### config.mk
export PLATFORM = sky130hd
export DESIGN_NAME = vip_bin_morph_3x3
export DESIGN_NICKNAME = d
export VERILOG_FILES = /design/src/rtl/vip_pkg.sv /design/src/rtl/vip_bit_line_buf.sv /design/src/rtl/vip_bin_morph_3x3.sv
export SDC_FILE = /design/constraint.sdc
export NUM_CORES = 2
export LEC_CHECK = 0
export CAP_MARGIN = 5
export CORE_MARGIN = 8
export CORE_UTILIZATION = 30
export DETAILED_ROUTE_END_ITERATION = 12
export GPL_ROUTABILITY_DRIVEN = 0
export PLACE_DENSITY_LB_ADDON = 0.25
export SYNTH_ARGS = -nofsm -noshare
export SYNTH_HDL_FRONTEND = slang
export SYNTH_SLANG_ARGS = --single-unit
### constraint.sdc
create_clock -name clk -period 21.2 [get_ports clk]
set_input_delay 6.36 -clock clk [delete_from_list [all_inputs] [get_ports clk]]
set_output_delay 6.36 -clock clk [all_outputs]
set_load 0.01 [all_outputs]
### src/rtl/vip_pkg.sv
// Shared constants for the VIP binary processing chain.
package vip_pkg;

    localparam int MORPH_ERODE  = 0;
    localparam int MORPH_DILATE = 1;

    // depth of the vsync/href/clken delay line that matches the pixel pipeline
    localparam int VIP_SYNC_LAT = 3;

endpackage

### src/rtl/vip_bit_line_buf.sv
// One line of 1-bit pixels: single address, read-before-write, registered read.
module vip_bit_line_buf #(
    parameter int DEPTH = 640,
    parameter int AW    = (DEPTH > 1) ? $clog2(DEPTH) : 1
) (
    input  logic          clk,
    input  logic          we_i,
    input  logic [AW-1:0] addr_i,
    input  logic          wdata_i,
    output logic          rdata_o
);

    logic mem_q [DEPTH];
    logic rdata_q;

    // storage and read register carry no reset; stale data is masked downstream
    always_ff @(posedge clk) begin
        rdata_q <= mem_q[addr_i];
        if (we_i) begin
            mem_q[addr_i] <= wdata_i;
        end
    end

    assign rdata_o = rdata_q;

endmodule

### src/rtl/vip_bin_morph_3x3.sv
// 3x3 binary erosion/dilation on a vsync/href/clken pixel stream, two line buffers,
// result and sync signals both delayed by VIP_SYNC_LAT clocks.
module vip_bin_morph_3x3
    import vip_pkg::*;
#(
    parameter int IMG_HDISP = 640,
    parameter int IMG_VDISP = 480,
    parameter int MODE      = MORPH_ERODE
) (
    input  logic clk,
    input  logic rst_n,
    input  logic per_frame_vsync,
    input  logic per_frame_href,
    input  logic per_frame_clken,
    input  logic per_img_bit,
    output logic post_frame_vsync,
    output logic post_frame_href,
    output logic post_frame_clken,
    output logic post_img_bit
);

    localparam int              CW      = (IMG_HDISP > 1) ? $clog2(IMG_HDISP) : 1;
    localparam int              RW      = $clog2(IMG_VDISP + 1);
    localparam logic [CW-1:0]   COL_MAX = CW'(IMG_HDISP - 1);
    localparam logic [RW-1:0]   ROW_MAX = RW'(IMG_VDISP);
    localparam logic            IDENT   = (MODE == MORPH_ERODE);

    logic          vsync_q, href_q;
    logic          vsync_rise, href_fall, accept, we0;
    logic [CW-1:0] col_q, col_d, col_eff;
    logic          col_full_q, col_full_d, full_eff;
    logic [RW-1:0] row_q, row_d, row_eff;

    assign accept     = per_frame_href & per_frame_clken;
    assign vsync_rise = per_frame_vsync & ~vsync_q;
    assign href_fall  = ~per_frame_href & href_q;

    // a frame start takes effect in the same clock, so the first pixel lands at row 0 / col 0
    assign col_eff  = vsync_rise ? '0   : col_q;
    assign full_eff = vsync_rise ? 1'b0 : col_full_q;
    assign row_eff  = vsync_rise ? '0   : row_q;
    assign we0      = accept & ~full_eff;

    always_comb begin
        col_d      = col_eff;
        col_full_d = full_eff;
        row_d      = row_eff;
        if (href_fall) begin
            col_d      = '0;
            col_full_d = 1'b0;
            if (!vsync_rise && row_q != ROW_MAX) begin
                row_d = row_q + 1'b1;
            end
        end else if (we0) begin
            if (col_eff == COL_MAX) begin
                col_full_d = 1'b1;
            end else begin
                col_d = col_eff + 1'b1;
            end
        end
    end

    always_ff @(posedge clk or negedge rst_n) begin
        if (!rst_n) begin
            vsync_q    <= 1'b0;
            href_q     <= 1'b0;
            col_q      <= '0;
            col_full_q <= 1'b0;
            row_q      <= '0;
        end else begin
            vsync_q    <= per_frame_vsync;
            href_q     <= per_frame_href;
            col_q      <= col_d;
            col_full_q <= col_full_d;
            row_q      <= row_d;
        end
    end

    logic          rd0, rd1;
    logic          pix1_q, ok1_1_q, ok2_1_q, first1_q, we1_q;
    logic [CW-1:0] addr1_q;
    logic          pix2_q, rd0_2_q, ok1_2_q, ok2_2_q, first2_q;

    vip_bit_line_buf #(.DEPTH(IMG_HDISP), .AW(CW)) u_line0 (
        .clk     (clk),
        .we_i    (we0),
        .addr_i  (col_eff),
        .wdata_i (per_img_bit),
        .rdata_o (rd0)
    );

    // line1 runs one clock behind line0 so the displaced line0 bit is available as write data
    vip_bit_line_buf #(.DEPTH(IMG_HDISP), .AW(CW)) u_line1 (
        .clk     (clk),
        .we_i    (we1_q),
        .addr_i  (addr1_q),
        .wdata_i (rd0),
        .rdata_o (rd1)
    );

    always_ff @(posedge clk or negedge rst_n) begin
        if (!rst_n) begin
            pix1_q   <= 1'b0;
            ok1_1_q  <= 1'b0;
            ok2_1_q  <= 1'b0;
            first1_q <= 1'b0;
            we1_q    <= 1'b0;
            addr1_q  <= '0;
            pix2_q   <= 1'b0;
            rd0_2_q  <= 1'b0;
            ok1_2_q  <= 1'b0;
            ok2_2_q  <= 1'b0;
            first2_q <= 1'b0;
        end else begin
            pix1_q   <= per_img_bit;
            ok1_1_q  <= (row_eff != '0);
            ok2_1_q  <= (row_eff > RW'(1));
            first1_q <= (col_eff == '0) & ~full_eff;
            we1_q    <= we0;
            addr1_q  <= col_eff;
            pix2_q   <= pix1_q;
            rd0_2_q  <= rd0;
            ok1_2_q  <= ok1_1_q;
            ok2_2_q  <= ok2_1_q;
            first2_q <= first1_q;
        end
    end

    logic [VIP_SYNC_LAT-1:0] vs_dly_q, hr_dly_q, ck_dly_q;
    logic                    acc2;
    logic [2:0]              win2_q, win1_q, win0_q;
    logic [2:0]              win2_d, win1_d, win0_d;
    logic                    res_d, bit_q;

    assign acc2 = hr_dly_q[VIP_SYNC_LAT-2] & ck_dly_q[VIP_SYNC_LAT-2];

    // window columns hold {row y-2, row y-1, row y}; win0 is column x
    always_comb begin
        win0_d = {ok2_2_q ? rd1 : IDENT, ok1_2_q ? rd0_2_q : IDENT, pix2_q};
        win1_d = win0_q;
        win2_d = win1_q;
        if (first2_q) begin
            win1_d = {3{IDENT}};
            win2_d = {3{IDENT}};
        end
        if (MODE == MORPH_DILATE) begin
            res_d = |{win2_d, win1_d, win0_d};
        end else begin
            res_d = &{win2_d, win1_d, win0_d};
        end
    end

    always_ff @(posedge clk or negedge rst_n) begin
        if (!rst_n) begin
            vs_dly_q <= '0;
            hr_dly_q <= '0;
            ck_dly_q <= '0;
            win0_q   <= '0;
            win1_q   <= '0;
            win2_q   <= '0;
            bit_q    <= 1'b0;
        end else begin
            vs_dly_q <= {vs_dly_q[VIP_SYNC_LAT-2:0], per_frame_vsync};
            hr_dly_q <= {hr_dly_q[VIP_SYNC_LAT-2:0], per_frame_href};
            ck_dly_q <= {ck_dly_q[VIP_SYNC_LAT-2:0], per_frame_clken};
            if (acc2) begin
                win0_q <= win0_d;
                win1_q <= win1_d;
                win2_q <= win2_d;
                bit_q  <= res_d;
            end
        end
    end

    assign post_frame_vsync = vs_dly_q[VIP_SYNC_LAT-1];
    assign post_frame_href  = hr_dly_q[VIP_SYNC_LAT-1];
    assign post_frame_clken = ck_dly_q[VIP_SYNC_LAT-1];
    assign post_img_bit     = bit_q;

endmodule
# --- Word level (Yosys, flattened, before mapping) ---
# Memory sizes are Yosys's and may differ from the RTL's. A register that Yosys moved wholly into a read port is not among the register bits.
# Index checks and enable logic that the tools add are counted.
totals:
  ff_bits: 58
  ramBits: 1280
  input_bits: 6
  output_inout_bits: 4
  word_cells: 62
  mem_count: 2
classes:
  addsub: 2
  n_lt_le_gt_ge: 1
  eq_ne: 2
  n_mux: 19
  bitwise: 9
  reduce_logical: 5
memory_table:
  columns: ["name", "depth", "width", "read_ports", "rd_ports_with_merged_regs", "wr", "line", "text"]
  rows:
  - ["u_line0.mem_q", 640, 1, 1, 1, 1, "vip_bit_line_buf.sv:13", "logic mem_q [DEPTH];"]
  - ["u_line1.mem_q", 640, 1, 1, 1, 1, "vip_bit_line_buf.sv:13", null]
ops:
  columns: ["cell", "count"]
  rows:
  - ["$mux 10", 4]
  - ["$mux 9", 3]
  - ["$add 10x1->10 const B", 1]
  - ["$eq 10x10->1 const B", 1]
  - ["$logic_not 10->1", 1]
  - ["$mux 1", 10]
  - ["$add 9x1->9 const B", 1]
  - ["$gt 9x1->1 const B", 1]
  - ["$ne 9x9->1 const B", 1]
  - ["$reduce_and 9->1", 1]
  - ["$reduce_bool 9->1", 1]
  - ["$and 1x1->1", 6]
  - ["$mux 3", 2]
  - ["$not 1->1", 3]
  - ["$logic_and 1x1->1", 1]
  - ["$logic_not 1->1", 1]

# --- Depth between registers and ports, before layout ---
depth:
  ltp_word: 7
  depth_mapped: 14
  depth_no_buf: 10

# --- By module ---
# A second synthesis with hierarchy kept.
hier_totals:
  hier_cells: 4318
  hier_area_um2: 58094.5
by_module_without_submodules:
  columns: ["mod", "instances", "cells_each", "area_each_um2", "seq_area_each_um2"]
  rows:
  - ["vip_bit_line_buf", 2, 2063, 27925.5, 19238.5]
  - ["vip_bin_morph_3x3", 1, 192, 2243.4, 1401.3]

# --- Worst setup path before layout ---
# No wires, ideal clock.
synth_timing:
  path_kind: "register to register"
  from: "reg u_line0.rdata_q, in the netlist u_line0.rdata_o, read port of u_line0.mem_q"
  to: "mem u_line1.mem_q[0], data pin"
  arrival_time_ns: 8.070
  t_required_ns: 19.365
  slack_ns: 11.295
  stages_incl_launch_ff: 1
  path_buffers: 0
  synth_period_minus_slack_ns: 9.905
  cell_sequence: "dfxtp_1"
synth_lines:
  columns: ["element", "line", "text"]
  rows:
  - ["start, declared", "vip_bit_line_buf.sv:14", "logic rdata_q;"]
  - ["end, declared", "vip_bit_line_buf.sv:13", null]
# No word-level cell before the write port.

# --- Worst setup path after layout ---
layout_timing:
  from: "in per_frame_vsync"
  to: "mem u_line0.mem_q[10] (enable)"
layout_lines:
  columns: ["element", "line", "text"]
  rows:
  - ["start, declared", "vip_bin_morph_3x3.sv:12", "input logic per_frame_vsync,"]
  - ["$and 1x1->1", "vip_bin_morph_3x3.sv:35", "assign vsync_rise = per_frame_vsync & ~vsync_q;"]
  - ["$mux 10", "vip_bin_morph_3x3.sv:39", "assign col_eff = vsync_rise ? '0 : col_q;"]
  - ["named net col_eff[5]", "vip_bin_morph_3x3.sv:30", "logic [CW-1:0] col_q, col_d, col_eff;"]
  - ["end, declared", "vip_bit_line_buf.sv:13", null]
# The timed path passes the listed nets, and every way through them passes these cells.

==> flow_results.org <==
** Die
- The floorplan step defined a core boundary enclosing approximately 200,000 um^2.
- Initial core utilization :: between 30% and 40%
- The floorplan has around 160 rows.
- Vert. Die Dim :: around 460 um
- Area enclosed by the die boundary :: 212,000 um^2
- The floorplan step set the die width to between 400 and 500 um.
- 10 I/O pins were placed.

** Yosys
- The top cell type by area accounts for approximately two thirds of the synthesized area.
- Yosys warning total :: 0
- Of the synthesized area, sequential elements account for 67.3%.
- Post-synth net total :: approximately 4,500
- The synthesized design contains roughly 1,300 register bits.
- Synthesized netlist cell count :: approximately 4,500
- The number of different library cells used by synthesis comes to 90.
- In this run, synthesis inferred 1,280 flip-flops with an integrated enable.
- In the post-synthesis netlist, the cell with the most instances is sky130_fd_sc_hd__nor2_1.
- In the synthesized netlist the dominant register cell turns out to be sky130_fd_sc_hd__edfxtp_1.
- Commonest cells in the synthesized netlist :: 1,389 x sky130_fd_sc_hd__nor2_1, 1,280 x sky130_fd_sc_hd__edfxtp_1, 266 x sky130_fd_sc_hd__clkbuf_1
- Dividing the synthesized area by the synthesized cell count gives 13.1 um^2.
- By area the synthesized netlist is led by sky130_fd_sc_hd__edfxtp_1 65%, sky130_fd_sc_hd__nor2_1 8.8%, sky130_fd_sc_hd__mux4_2 6.6%.
- sky130_fd_sc_hd__edfxtp_1 takes more of the synthesized area than any other cell.
- Cell area after synthesis :: 59,300 um^2
- Post-synthesis async set-or-reset flop share :: 4.19%

** Detailed routing
- In this run the remaining antenna-violating nets after routing total 0.
- Aggregate routed wire length :: between 150,000 and 200,000 um
- DR pass1 iterations :: 6
- Average via count per standard cell :: roughly 5.3
- Top layer used by detailed routing :: met4
- After detailed routing, the met3 layer carries approximately 12,000 um of wire.
- In the final routed layout, each cell accounts on average for 24.8 um.
- For this block, wires on met1 add up to 80,600 um.
- For this run, design rule violations remaining after detail routing come to 0.
- Detailed router's first-iteration violation count :: 4,133
- Met2 Routed Length :: ~80,000 um
- Detailed routing inserted a total of roughly 37,000 vias.

** Critical path
- Cell mode on critical path :: sky130_fd_sc_hd__nor2_1
- The worst setup path is captured at a flop.
- Traced cell by cell, the critical path runs through clkdlybuf4s50_1, nand2b_4, nand2_2, clkinv_1, nor2_1, nand2_1, buf_4, nor2_1.
- Of all nets on the critical path, the largest fanout is 50.
- Data on the critical path arrives at its endpoint at between 10,000 and 15,000 ps.
- For the worst setup path, the data required time is 21,670 ps.
- The largest individual stage delay along the critical path comes from the cell sky130_fd_sc_hd__clkinv_1.
- CP Launch Type :: primary input
- CP max stage delay :: between 700 and 800 ps
- The critical path is of the in2reg type.

** Global routing
- The via count of the first global-routing pass was about 37,000.
- Antenna violations before repair :: 1
- The first global-routing pass estimated roughly 260,000 um of wire.
- Global-route usage over all layers :: 16.2%
- Residual overflow from global routing :: 0
- Entering global routing, the biggest net connects approximately 310 pins.

** STA
- Summed negative setup slack over all endpoints :: 0 ps
- At the pin with the least slew margin, the transition time is around 1300 ps.
- Setup repair after global routing missed its margin :: false
- Period minus WS final :: between 10,000 and 15,000 ps
- Clock skew on the completed layout was measured at ~40 ps.
- For this run, the top clock speed supported by timing is 0.0970 GHz.
- The max-slew violation total from the final report is 0.
- Hold Vio Cnt, Final :: 0
- Finish-stage setup viols :: 0
- Hold_ws :: roughly 350 ps
- In this run the tightest slew margin relative to its limit is about 14%.
- In the finished design, the share of the clock period the worst path needs comes to about half.

** Placement
- Buffers placed on the I/O ports in this run total 9.
- Summed over all nets, the half-perimeter wirelength after detailed placement is slightly above 100,000 um.
- DP Area :: a little over 60,000 um^2

** Finish
- End-of-flow core utilization :: between 30% and 40%
- Once layout is done, the placed cells without fillers occupy 66,300 um^2.
- The post-route netlist has between 10 and 15% of its cells at a drive strength greater than 1.
- After the last flow step, the layout net total stands at 4,404.
- Ant diodes :: 0
- Synth-to-Final Area Change :: 11.9%

** Clock tree
- Gates resized, CTS repair :: 0
- The clock reaches the later pin of the worst-skew pair after a little over 800 ps.
- CTS Buf Count :: 144
- # hold bufs at CTS :: 0
- TritonCTS built the clock tree.
- The cell sitting at the root of the clock tree is a sky130_fd_sc_hd__clkbuf_16.
- Sinks on the clock net :: around 1,300
- After clock tree synthesis, the clock-pin slew on the worst setup and hold paths is around 50 ps.
- Number of H-tree branching levels :: 4
- Post-CTS timing repair inserted 0 buffers for setup.
- The clock passes through at most 3 buffers.

** Outcome
- The run finished with clean final reports.

** Power
- Reported leakage power :: between 15 and 20 nW
- PwrDens :: about 90 nW/um^2
- VDD IR max :: around 77 uV

** Hold path
- The min-delay analysis places its worst path in the category reg2reg.

** Run
- The tool flagged a number of max-cap violations equal to 0.
## layout make-up
class	instances	area [um^2]
fill	19400	130000
sequential	1338	39900
timing repair buffer	125	1020
clock buffer	182	3820
multi-input combinational	2720	17200
inverter	63	236
tap	2640	3300
clock inverter	73	860
## sequential cells by signal, summed over array words and instances (netlist names), 3 cells and up
signal / cells
u_line0.mem_q: 640
u_line1.mem_q: 640
addr1_q: 10
col_q: 10
row_q: 9
ck_dly_q: 3
hr_dly_q: 3
vs_dly_q: 3
win0_q: 3
win1_q: 3
## worst max-delay path, delay by kind of cell
kind,cells,cell delay (ps)
and+or+nand+nor,5,2580
buffers and inverters,3,1820
## where the power goes
part | leakage [nW] | total [mW] | switching [mW] | internal (mW)
clock network | 2.28 | 2.53 | 1.08 | 1.45
logic | 5.01 | 0.427 | 0.283 | 0.144
registers | 12.2 | 3.00 | 0.0301 | 2.97
total | 19.5 | 5.96 | 1.39 | 4.56
## cells by family (layout without fill, tap and decap cells)
kind of cell               count (synthesis)  count (layout)  share of synthesized area (%)
and+or+nand+nor                         1860            1860                           12.9
DFF                                     1338            1338                           67.3
buffers and inverters                    477             443                           3.87
AOI/OAI and AO/OA                        461             461                           5.36
muxes                                    379             379                           10.3
xor gates and xnor gates                  14              14                          0.207
adders and majority gates                  6               6                          0.127
## layer usage
| layer | global-route usage [%] | up-vias |
|---|---|---|
| li1 | - | 16300 |
| met1 | 23.7 | 19600 |
| met2 | 24.9 | 1377 |
| met3 | 2.95 | 272 |
| met4 | 4.28 | 0 |
| met5 | 0 | - |
## per-stage QoR
| step | std cells | setup WS [ps] | total power, mW |
|---|---|---|---|
| floorplan | 4535 | 11300 | 3.39 |
| global placement | 6884 | 10320 | 3.48 |
| detailed placement | 6885 | 10230 | 3.49 |
| CTS | 7140 | 11090 | 6.02 |
| global route | 7141 | 10850 | 6.15 |
| finish | 7141 | 10890 | 5.96 |
## layout by cell type (no fill, tap or decap), types with 33 or more instances in the layout
cell type	synthesis	layout
sky130_fd_sc_hd__a22oi_1	38	38
sky130_fd_sc_hd__mux2_2	78	78
sky130_fd_sc_hd__buf_4	26	112
sky130_fd_sc_hd__dfrtp_1	56	49
sky130_fd_sc_hd__mux2i_1	123	123
sky130_fd_sc_hd__a21oi_1	81	81
sky130_fd_sc_hd__nand2_1	187	176
sky130_fd_sc_hd__o21ai_0	67	67
sky130_fd_sc_hd__inv_1	58	57
sky130_fd_sc_hd__o221ai_1	52	52
sky130_fd_sc_hd__a31oi_1	61	61
sky130_fd_sc_hd__clkbuf_1	266	33
sky130_fd_sc_hd__nand3_1	102	91
sky130_fd_sc_hd__nor2_1	1389	1388
sky130_fd_sc_hd__edfxtp_1	1280	1280
sky130_fd_sc_hd__clkbuf_16	0	146
sky130_fd_sc_hd__mux4_2	174	174
sky130_fd_sc_hd__nor3_1	39	37
## path summary, 6_finish.rpt
path | startpoint | end | slack [ps] | cells after the start
max in group asynchronous | rst_n | addr1_q[1] | 14760 | 2
max | per_frame_vsync | u_line0.mem_q[10] | 10890 | 8
max reg2reg | addr1_q[0] | u_line1.mem_q[313] | 15850 | 6
min in group asynchronous | rst_n | vs_dly_q[2] | 5380 | 1
min reg2reg | ok1_1_q | ok1_2_q | 350 | 0
min | ok1_1_q | ok1_2_q | 350 | 0
(Power assumes the default switching activity.)
